`src/rtl/pulse_gen_lehr_if.sv`:
```
// Command/status bundle between a strobe-generator client and pulse_gen_lehr.
// The generator sits on the slave side: it takes commands and reports status.
interface pulse_gen_lehr_if #(
   parameter int WIDTH = 4
);
   logic             start;
   logic             stop;
   logic             periodic;
   logic [WIDTH-1:0] period;
   logic             enable_out;
   logic             busy;
   logic             done;
   logic [WIDTH-1:0] remaining;
   logic [WIDTH-1:0] strobe_cnt;

   modport master (
      output start, stop, periodic, period,
      input  enable_out, busy, done, remaining, strobe_cnt
   );

   modport slave (
      input  start, stop, periodic, period,
      output enable_out, busy, done, remaining, strobe_cnt
   );
endinterface

```
`src/rtl/pulse_gen_lehr.sv`:
```
// Programmable strobe generator: one-cycle enable strobes every P+1 cycles,
// either once (with a done pulse) or periodically, with a running strobe count.
module pulse_gen_lehr #(
   parameter int WIDTH = 4
) (
   input  logic             clk,
   input  logic             reset,
   pulse_gen_lehr_if.slave  bus
);

   typedef enum logic {S_IDLE = 1'b0, S_RUN = 1'b1} state_t;

   state_t           r_state;
   state_t           w_state_nxt;
   logic [WIDTH-1:0] r_cnt;
   logic [WIDTH-1:0] r_period_q;
   logic             r_mode_q;
   logic             r_done_q;
   logic [WIDTH-1:0] r_strobe_cnt;
   logic             w_strobe;

   // Strobe is decoded from registers only, never from the inputs.
   assign w_strobe = (r_state == S_RUN) && (r_cnt == '0);

   always_ff @(posedge clk) begin
      if (reset) begin
         r_state <= S_IDLE;
      end else begin
         r_state <= w_state_nxt;
      end
   end

   always_comb begin
      w_state_nxt = r_state;
      if (bus.stop) begin
         w_state_nxt = S_IDLE;
      end else if (bus.start) begin
         w_state_nxt = S_RUN;
      end else if (w_strobe && !r_mode_q) begin
         w_state_nxt = S_IDLE;
      end
   end

   always_comb begin
      bus.enable_out = w_strobe;
      bus.busy       = (r_state == S_RUN);
      bus.done       = r_done_q;
      bus.remaining  = r_cnt;
      bus.strobe_cnt = r_strobe_cnt;
   end

   // A strobe that coincides with start still counts; stop discards it.
   always_ff @(posedge clk) begin
      if (reset) begin
         r_cnt        <= '0;
         r_period_q   <= '0;
         r_mode_q     <= 1'b0;
         r_done_q     <= 1'b0;
         r_strobe_cnt <= '0;
      end else begin
         r_done_q <= 1'b0;
         if (bus.stop) begin
            r_cnt <= '0;
         end else begin
            if (w_strobe) begin
               r_strobe_cnt <= r_strobe_cnt + 1'b1;
            end
            if (bus.start) begin
               r_period_q <= bus.period;
               r_mode_q   <= bus.periodic;
               r_cnt      <= bus.period;
            end else if (r_state == S_RUN) begin
               if (r_cnt != '0) begin
                  r_cnt <= r_cnt - 1'b1;
               end else if (r_mode_q) begin
                  r_cnt <= r_period_q;
               end else begin
                  r_done_q <= 1'b1;
               end
            end
         end
      end
   end

endmodule

```
`src/flat_wrapper.sv`:
```
// flat-port wrapper written by rule: the top's interface ports become plain ports
module pulse_gen_lehr_flat 
#(
   parameter int WIDTH = 4
)
  (clk, reset, bus_start, bus_stop, bus_periodic, bus_period, bus_enable_out, bus_busy, bus_done, bus_remaining, bus_strobe_cnt);
  pulse_gen_lehr_if #(.WIDTH(WIDTH)) bus_i ();
  input  logic clk;
  input  logic reset;
  input wire logic [$bits(bus_i.start)-1:0] bus_start;
  input wire logic [$bits(bus_i.stop)-1:0] bus_stop;
  input wire logic [$bits(bus_i.periodic)-1:0] bus_periodic;
  input wire logic [$bits(bus_i.period)-1:0] bus_period;
  output wire logic [$bits(bus_i.enable_out)-1:0] bus_enable_out;
  output wire logic [$bits(bus_i.busy)-1:0] bus_busy;
  output wire logic [$bits(bus_i.done)-1:0] bus_done;
  output wire logic [$bits(bus_i.remaining)-1:0] bus_remaining;
  output wire logic [$bits(bus_i.strobe_cnt)-1:0] bus_strobe_cnt;
  assign bus_i.start = bus_start;
  assign bus_i.stop = bus_stop;
  assign bus_i.periodic = bus_periodic;
  assign bus_i.period = bus_period;
  assign bus_enable_out = bus_i.enable_out;
  assign bus_busy = bus_i.busy;
  assign bus_done = bus_i.done;
  assign bus_remaining = bus_i.remaining;
  assign bus_strobe_cnt = bus_i.strobe_cnt;
  pulse_gen_lehr #(.WIDTH(WIDTH)) u_core (.clk(clk), .reset(reset), .bus(bus_i));
endmodule
```
`config.mk`:
```
export PLATFORM = sky130hd
export DESIGN_NAME = pulse_gen_lehr_flat
export DESIGN_NICKNAME = d
export VERILOG_FILES = /design/src/rtl/pulse_gen_lehr_if.sv /design/src/rtl/pulse_gen_lehr.sv /design/src/flat_wrapper.sv
export SDC_FILE = /design/constraint.sdc
export NUM_CORES = 1
export LEC_CHECK = 0
export BUFFER_PORTS_ARGS = -buffer_cell sky130_fd_sc_hd__buf_2
export CORE_MARGIN = 5
export CORE_UTILIZATION = 45
export DETAILED_ROUTE_END_ITERATION = 6
export PLACE_DENSITY = 0.73
export SLEW_MARGIN = 15
export SYNTH_ARGS = -nofsm -noshare
export SYNTH_HDL_FRONTEND = slang
export SYNTH_SLANG_ARGS = --single-unit
```
`constraint.sdc`:
```
create_clock -name clk -period 1.4 [get_ports clk]
set_input_delay 0.14 -clock clk [delete_from_list [all_inputs] [get_ports clk]]
set_output_delay 0.14 -clock clk [all_outputs]
set_load 0.01 [all_outputs]
```
==> run_results.csv, run 1 <==
group,metric,value,unit
synth,synthXorXnorAreaFrac,0,%
floorplan,core-area,0.00156,sq mm
global_routing,grt_max_degree,12,
floorplan,initial_core_util,48.7,%
floorplan,die_x,51.1,um
pwr,power_frac_comb,19.8,%
global_routing,grt_first_pass_wirelength,3310,um
synth,synth-compound-area-share,18.6,%
cts,cts-htree-levels,1,
floorplan,die_area,0.00261,sq mm
cts,cts_root_buf,"clkbuf_4",
setup_path,r2r_start,"u_core.bus.remaining[1]",
synth,ys_seq_elements,15,
run,drv_cap,0,
worst_hold_path,min_to,"u_core.r_mode_q",
cells_and_area,finish.utilization,67.3,%
detailed_routing,drt-pass1-iter-count,4,
worst_hold_path,hold_path.startpoint,"bus_periodic",
synth,syn_inst,87,
synth,yosys.cell_types.count,28,
cts,cts_tree,"done",
global_routing,gr-total-overflow,0,
synth,synthAdderAreaFrac,3.29,%
setup_path,cp.arrival,1.61,ns
cells_and_area,nets,130,
cells_and_area,areaGrowthSynthToFinish,38.1,%
detailed_routing,antenna_left,0,
detailed_routing,routed_wl,1890,um
floorplan,fp.dieH,51.1,um
pwr,leakagePower,0.000450,uW
pwr,peakVddDrop,0.726,mV
cells_and_area,drive_gt1_share,41.5,%
cts,cts_buffer_depth,2,
sta,rsz0062_at_grt,"true",
synth,synth_warnings,0,
synth,synth-simple-area-share,23.6,%
synth,syn_nets,98,
placement,gp_congestion,0.839,
sta,fin_skew,0.000502,ns
synth,syn_avg_cell_area,8.73,sq um
sta,fin_crit_sh,98.7,%
floorplan,rows,14,
sta,whs,0.0795,ns
worst_hold_path,holdCritPathClass,"in -> reg",
cells_and_area,n_fill_cell,140,
sta,tightest_slew,0.363,ns
detailed_routing,wl_per_cell,14.1,um
setup_path,required,1.63,ns
global_routing,grt_antenna_before_repair,0,
placement,dp_hpwl,1450,um
floorplan,ios,20,
setup_path,critPathCaptureType,"register",
detailed_routing,vias_per_cell,5.50,
setup_path,critPathKind,"reg -> reg",
setup_path,r2r_slack,0.02,ns
sta,period_minus_slack,1.38,ns
pwr,pwr-share-clk,28.9,%
sta,slew_headroom,75.7,%
cts,clk_latency,0.29,ns
cells_and_area,multi_input_area,469,sq um
worst_hold_path,holdPathStages,3,
synth,syn_area,759,sq um
setup_path,r2r_cells,5,
pwr,intPower,645,uW
detailed_routing,drtIter0Drc,12,
sta,setup_viol,0,
pwr,seqPwrFrac,51.3,%
pwr,p_per_area,845,mW/mm^2
sta,drv_slew,0,
synth,muxShareOfSynthArea,7.91,%
placement,portBuffers,19,
detailed_routing,vias,737,
setup_path,worstSetupStartpointType,"register",
sta,max_freq,0.724,GHz
global_routing,grt_pass1_vias,739,
pwr,swShare,27.2,%
cells_and_area,regArea,305,sq um
cts,clock_sinks,15,
setup_path,timing.rr.end,"u_core.bus.strobe_cnt[2]",
cts,clkTransAtPathRegs,0.09,ns
cells_and_area,diodes,0,
sta,hold_viol_final,0,
outcome,status,"finished, final reports clean",
synth,synth_top_family_by_area,"simple AND/OR/NAND/NOR gates",
synth,ys_seq_area_share,39.5,%
detailed_routing,drc,0,
cts,cts_hold_repair.buffers,0,
cts,cts_made_buffers,3,
pwr,switching_power,241,uW
global_routing,grt.total_usage,16.6,%
sta,tns,0,ns
setup_path,cp_max_fo,8,
## through the flow
step,setup WS [ns],cells,area (sq um),power [uW]
floorplan,0.0136,87,779,548
global route,-0.0753,134,1050,930
global placement,0.0318,131,970,612
finish,0.0184,134,1050,886
detailed placement,0.000712,131,970,617
CTS,0.00829,133,1000,862
## what timing repair did
action                     CTS  global route
pin swaps                    2             4
resized for setup            2             9
setup endpoints to repair    4             6
setup buffers                0             1
## power groups by stage
stage | Sequential (uW) | Combinational [uW] | Clock [uW]
2_1_floorplan | 465 | 83.1 | 0
3_3_place_gp | 460 | 152 | 0
3_5_place_dp | 461 | 156 | 0
4_1_cts | 452 | 155 | 254
5_1_grt | 457 | 193 | 281
6_report | 454 | 175 | 256
## cell families after synthesis
family                   Yosys count
buffers and inverters             12
AND/OR/NAND/NOR                   29
flip-flops                        15
adder cells (fa/ha/maj)            2
AO/OA/AOI/OAI                     23
multiplexers                       6
## final cells by class
type	instances	share of cell area, %
flip-flops and latches	15	29.1
repair buffers	32	19.0
inverters	7	2.74
clock buffers	4	2.51
multi-input cells	60	44.7
well taps	16	1.91
## routing by layer
layer	share of wire, %	vias up	global-route usage (%)
met4	1.8	0	6.73
met3	6.7	4	3.78
met2	44	19	24.5
met5	0	-	0
li1	-	382	-
met1	48	332	23.1
## synth_stat cells (all sizes together)
library cell / number / area share [%]
o211ai: 1 / 0.99
dfxtp: 15 / 40
buf: 2 / 2.1
or4: 2 / 2.0
o31ai: 3 / 3.0
nand4bb: 1 / 1.5
a32o: 1 / 1.3
o21bai: 1 / 0.99
mux2i: 6 / 7.9
or3: 4 / 3.3
nand2: 2 / 0.99
nor2: 7 / 3.5
nand3: 3 / 2.0
and2b: 1 / 1.2
nor3: 1 / 0.66
nor2b: 2 / 1.6
a31oi: 1 / 0.82
nor3b: 1 / 0.99
o21ai: 5 / 3.3
o2111ai: 2 / 2.3
nor4b: 2 / 2.3
clkbuf: 3 / 1.5
nand3b: 1 / 0.99
inv: 7 / 3.5
or4b: 2 / 2.6
a21oi: 9 / 5.9
ha: 2 / 3.3
## cells in the final DEF, fill, tap and decap left out, types with 2 or more instances in the layout
cell / Yosys / routed
a21oi_1: 9 / 8
buf_2: 1 / 18
buf_4: 0 / 13
clkbuf_4: 0 / 3
dfxtp_1: 15 / 13
inv_1: 7 / 4
inv_2: 0 / 2
mux2i_1: 6 / 6
nand2_1: 2 / 2
nand3_1: 3 / 3
nor2_1: 7 / 7
nor2b_1: 2 / 2
o21ai_0: 5 / 5
o31ai_1: 3 / 3
or3_1: 4 / 4
or4_1: 2 / 2
or4b_4: 0 / 2
## sequential cells by signal, summed over array words and instances (netlist names)
signal,cells
u_core.r_mode_q,1
u_core.bus.done,1
u_core.bus.remaining,4
u_core.bus.strobe_cnt,4
u_core.bus.busy,1
u_core.r_period_q,4
## how the worst max path moves through the flow
stage / start / endpoint / slack [ns] / cells past startpoint
2_1_floorplan: u_core.bus.remaining[1] / u_core.bus.strobe_cnt[2] / 0.01 / 6
3_3_place_gp: u_core.bus.remaining[1] / u_core.bus.remaining[1] / 0.03 / 5
5_1_grt: u_core.bus.remaining[1] / u_core.bus.strobe_cnt[2] / -0.08 / 5
4_1_cts: u_core.bus.remaining[0] / bus_enable_out / 0.008 / 5
3_5_place_dp: u_core.bus.remaining[1] / u_core.bus.strobe_cnt[2] / 0.0007 / 5
6_report: u_core.bus.remaining[1] / u_core.bus.strobe_cnt[2] / 0.02 / 5
## critical path: stages, from the launching register on
cell	delay, ns
dfxtp_4	0.36
inv_4	0.05
ha_4	0.17
nand4bb_4	0.16
or4_1	0.43
a21oi_1	0.15
No activity file was read; power rests on OpenSTA's default activity.
==> run 2, diff against run 1 <==
--- a/config.mk
+++ b/config.mk
@@ -9,7 +9,8 @@
 export CORE_MARGIN = 5
 export CORE_UTILIZATION = 45
 export DETAILED_ROUTE_END_ITERATION = 6
-export PLACE_DENSITY = 0.73
+export GPL_TIMING_DRIVEN = 0
+export PLACE_DENSITY = 0.76
 export SLEW_MARGIN = 15
 export SYNTH_ARGS = -nofsm -noshare
 export SYNTH_HDL_FRONTEND = slang
==> run 2 against run 1 <==
  * The flow now finishes with violations (setup timing)
  * Clock-buffer cell count is the same
  * Combinational power shrank 13%
  * Largest power group unchanged
  * Non-clock buffer count shrank 3
  * Fmax shrank 5.0%
  * Sequential power is essentially flat
  * Largest cell class unchanged
  * Wire length grew 2.7%
  * Critical endpoint unchanged
  * Flip-flop and latch count is the same
  * Critical path type unchanged
==> run_results.csv, run 2 (synthesis results as in run 1) <==
group,metric,value,unit
pwr,p_total,864,uW
cts,cts_root_buf,"clkbuf_4",
sta,fin_skew,0.00629,ns
sta,period_minus_slack,1.45,ns
detailed_routing,vias_per_cell,5.87,
global_routing,grt_first_pass_wirelength,3220,um
sta,rsz0062_at_grt,"true",
cts,cts_tree,"done",
detailed_routing,vias,769,
detailed_routing,drtIter0Drc,22,
global_routing,grt_antenna_before_repair,0,
global_routing,grt.total_usage,15.9,%
global_routing,grt_max_degree,11,
setup_path,worstSetupStartpointType,"register",
floorplan,die_x,51.1,um
floorplan,initial_core_util,48.7,%
sta,setup_ws,-0.0538,ns
global_routing,grt_pass1_vias,721,
floorplan,core-area,0.00156,sq mm
cts,clkTransAtPathRegs,0.09,ns
cells_and_area,nets,127,
floorplan,rows,14,
detailed_routing,antenna_left,0,
worst_hold_path,holdPathStages,3,
cells_and_area,mostFrequentLayoutCells,"18 x buf_2, 13 x dfxtp_1, 8 x a21oi_1, 7 x nor2_1, 6 x mux2i_1",
sta,setup_viol,4,
placement,portBuffers,19,
cts,cts_buffer_depth,2,
floorplan,fp.dieH,51.1,um
cells_and_area,diodes,0,
cells_and_area,areaGrowthSynthToFinish,32.3,%
setup_path,cp_max_fo,7,
pwr,p_per_area,859,mW/mm^2
floorplan,die_area,0.00261,sq mm
sta,max_freq,0.688,GHz
outcome,violations,"setup timing",
cts,cts_made_buffers,3,
detailed_routing,drt-pass1-iter-count,4,
sta,slew_headroom,68.4,%
cts,clock_sinks,15,
detailed_routing,routed_wl,1940,um
outcome,status,"finished with violations",
sta,tns,-0.122,ns
placement,gp_congestion,0.841,
sta,hold_viol_final,0,
cts,cts-htree-levels,1,
sta,tightest_slew,0.474,ns
setup_path,cp.arrival,1.67,ns
detailed_routing,drc,0,
worst_hold_path,holdCritPathClass,"in -> reg",
global_routing,gr-total-overflow,0,
pwr,leakagePower,0.000422,uW
cells_and_area,design_area,0.00100,sq mm
setup_path,critPathCaptureType,"register",
placement,dp_hpwl,1330,um
sta,drv_slew,0,
sta,fin_crit_sh,104,%
cells_and_area,drive_gt1_share,36.5,%
cts,clk_latency,0.29,ns
placement,dpl_cell_area,895,sq um
setup_path,r2r_start,"u_core.bus.remaining[1]",
cells_and_area,mostFrequentLayoutCell,"buf_2",
cells_and_area,finish.utilization,64.4,%
worst_hold_path,hold_path.startpoint,"bus_periodic",
setup_path,required,1.62,ns
setup_path,r2r_cells,6,
setup_path,critPathKind,"reg -> reg",
pwr,peakVddDrop,0.559,mV
setup_path,critPathLaunch,"u_core.bus.remaining[1]",
run,drv_cap,0,
detailed_routing,wl_per_cell,14.8,um
sta,whs,0.0917,ns
floorplan,ios,20,
## run 2: cell type report
| type | count | area [sq um] |
|---|---|---|
| fill | 126 | 554 |
| multi-input combinational | 60 | 447 |
| sequential | 15 | 308 |
| timing repair buffer | 24 | 139 |
| buffer | 5 | 33.8 |
| inverter | 7 | 31.3 |
| clock buffer | 4 | 26.3 |
| tap | 16 | 20.0 |
## run 2: final timing paths
check | end | slack [ns]
min reg2reg | u_core.bus.strobe_cnt[3] | 0.50
max | u_core.bus.strobe_cnt[2] | -0.05
min | u_core.r_mode_q | 0.09
max reg2reg | u_core.bus.strobe_cnt[2] | -0.05
## run 2: worst max-delay path, stage by stage (launching register included)
cell and delay (ns):
dfxtp_4 0.37, inv_4 0.06, ha_4 0.15, nand4bb_1 0.12, buf_6 0.15, or4_4 0.41
a21oi_2 0.13
## run 2: repair_timing
item | 4_1_cts | 5_1_grt
setup endpoints to repair | 4 | 10
pin swaps | 2 | 5
hold buffers | 0 | 0
gates resized for setup | 5 | 9
endpoints found under the hold margin | 0 | 0
buffers inserted | 5 | 0
## run 2: stage by stage
step                      std cells  worst slack [ns]
after global placement          122           -0.0160
final                           131           -0.0538
after floorplan                  87            0.0136
after CTS                       131           -0.0372
after global routing            131            -0.120
after detailed placement        122           -0.0521
## run 2: layer usage
layer  global-route usage, %  wire [um]  vias to the layer above
met5                       0          0                        -
met2                    25.3        878                       33
met3                    3.78        141                        5
met4                    4.04         21                        0
li1                        -          -                      376
met1                    21.4        895                      355
## run 2: power breakdown
| part | switching (uW) | internal [uW] |
|---|---|---|
| logic | 78.7 | 73.4 |
| registers | 15.6 | 439 |
| clock network | 147 | 111 |
==> run 3, diff against run 2 <==
--- a/config.mk
+++ b/config.mk
@@ -11,6 +11,7 @@
 export DETAILED_ROUTE_END_ITERATION = 6
 export GPL_TIMING_DRIVEN = 0
 export PLACE_DENSITY = 0.76
+export SKIP_CTS_REPAIR_TIMING = 1
 export SLEW_MARGIN = 15
 export SYNTH_ARGS = -nofsm -noshare
 export SYNTH_HDL_FRONTEND = slang
==> run 3 against run 2 <==
  * The run still ends with setup timing left
  * Clock skew down 0.0030 ns
  * Sequential power is essentially flat
  * Clock power fell by 2%
  * Total power fell by 2.0%
  * Global-route usage fell by 0.61 points
  * Critical path depth stayed put
  * Critical endpoint is now u_core.bus.strobe_cnt[3]
  * Highest routed layer is now met3
==> run_results.csv, run 3 (synthesis results as in run 1) <==
group,metric,value,unit
worst_hold_path,holdCritPathClass,"in -> reg",
cts,cts_buffer_depth,2,
placement,dp_hpwl,1330,um
cts,cts_made_buffers,3,
pwr,p_per_area,867,mW/mm^2
setup_path,r2r_slack,-0.12,ns
sta,tightest_slew,0.478,ns
cells_and_area,finish.utilization,62.6,%
floorplan,fp.dieH,51.1,um
cts,cts_root_buf,"clkbuf_4",
cts,clock_sinks,15,
cts,clk_latency,0.28,ns
cts,cts-htree-levels,1,
floorplan,die_area,0.00261,sq mm
setup_path,critPathCaptureType,"register",
cells_and_area,areaGrowthSynthToFinish,28.5,%
cells_and_area,nets,126,
detailed_routing,drc,0,
setup_path,worstSetupStartpointType,"register",
setup_path,critPathKind,"reg -> reg",
placement,portBuffers,19,
sta,rsz0062_at_grt,"true",
pwr,peakVddDrop,0.531,mV
global_routing,grt_max_degree,11,
detailed_routing,wl_per_cell,13.8,um
cts,clkTransAtPathRegs,0.09,ns
detailed_routing,drt-pass1-iter-count,4,
run,drv_cap,0,
floorplan,core-area,0.00156,sq mm
floorplan,die_x,51.1,um
setup_path,required,1.61,ns
outcome,violations,"setup timing",
cts,cts_tree,"done",
sta,slew_headroom,68.2,%
floorplan,rows,14,
outcome,status,"finished with violations",
sta,drv_slew,0,
placement,gp_congestion,0.841,
detailed_routing,routed_wl,1800,um
global_routing,grt.total_usage,15.2,%
global_routing,gr-total-overflow,0,
sta,whs,0.0950,ns
sta,max_freq,0.657,GHz
sta,setup_viol,7,
setup_path,critical_path_buf_inv_count,2,
detailed_routing,vias,751,
pwr,leakagePower,0.000411,uW
detailed_routing,drtIter0Drc,14,
setup_path,cp_max_fo,8,
setup_path,worst_path_dominant_cell_family,"simple AND/OR/NAND/NOR gates",
cells_and_area,diodes,0,
setup_path,worst_path_max_delay_cell,"or4_1",
sta,hold_viol_final,0,
placement,pre_cts_ws,-0.0521,ns
global_routing,grt_pass1_vias,686,
setup_path,slowest_delay,0.39,ns
cells_and_area,mostFrequentLayoutCell,"buf_2",
sta,setup_ws,-0.121,ns
sta,fin_skew,0.00328,ns
sta,fin_crit_sh,109,%
detailed_routing,antenna_left,0,
floorplan,initial_core_util,48.7,%
floorplan,ios,20,
detailed_routing,vias_per_cell,5.78,
global_routing,grt_first_pass_wirelength,3130,um
sta,period_minus_slack,1.52,ns
setup_path,cp_cell_sequence,"inv_4, ha_4, nand4bb_1, buf_6, or4_1, a21oi_1",
cells_and_area,drive_gt1_share,33.3,%
cells_and_area,mostFrequentLayoutCells,"19 x buf_2, 13 x dfxtp_1, 8 x a21oi_1, 7 x nor2_1, 6 x mux2i_1",
global_routing,grt_antenna_before_repair,0,
setup_path,cp.arrival,1.73,ns
[run 3: cell count changes in the layout (fill, tap and decap cells not counted), moves of 2 or more]
| cell | previous run | this run |
|---|---|---|
| nor4b_2 | 2 | 0 |
| o21ai_0 | 3 | 5 |
| nor4b_1 | 0 | 2 |
| buf_4 | 5 | 3 |
[run 3: tightest hold or removal path: cells and delay by family]
kind / cells / cell delay (ns)
and+or+nand+nor: 1 / 0.07
buffers and inverters: 1 / 0.08
muxes: 1 / 0.06
[run 3: through the flow]
stage | instances | TNS [ns] | area [sq um] | power (uW)
final | 130 | -0.386 | 976 | 846
after global routing | 130 | -1.16 | 976 | 897
after CTS | 126 | -0.259 | 921 | 837
after detailed placement | 122 | -0.0819 | 895 | 593
after global placement | 122 | -0.0280 | 895 | 588
after floorplan | 87 | 0 | 779 | 548
[run 3: final cells by class]
cell class / instances / area, sq um
buffer: 5 / 33.8
clock buffer: 4 / 26.3
fill: 133 / 583
inverter: 7 / 28.8
multi-input combinational: 60 / 430
sequential: 15 / 308
tap: 16 / 20.0
timing repair buffer: 23 / 129
[run 3: path summary, 6_finish.rpt]
check | startpoint | to | cells after the start
max reg2reg | u_core.bus.remaining[0] | u_core.bus.strobe_cnt[3] | 6
max | u_core.bus.remaining[0] | u_core.bus.strobe_cnt[3] | 6
min | bus_periodic | u_core.r_mode_q | 3
min reg2reg | u_core.bus.strobe_cnt[3] | u_core.bus.strobe_cnt[3] | 2
[run 3: where the power goes]
group / switching [uW] / internal [uW]
sequential: 14.4 / 439
combinational: 73.4 / 67.9
clock: 141 / 110
[run 3: layer usage]
metal	part of all wire (%)	GRT usage, %	vias to the layer above
li1	-	-	372
met1	50	21.4	357
met2	45	23.2	22
met3	4.9	3.78	0
met4	0	4.04	0
met5	0	0	-
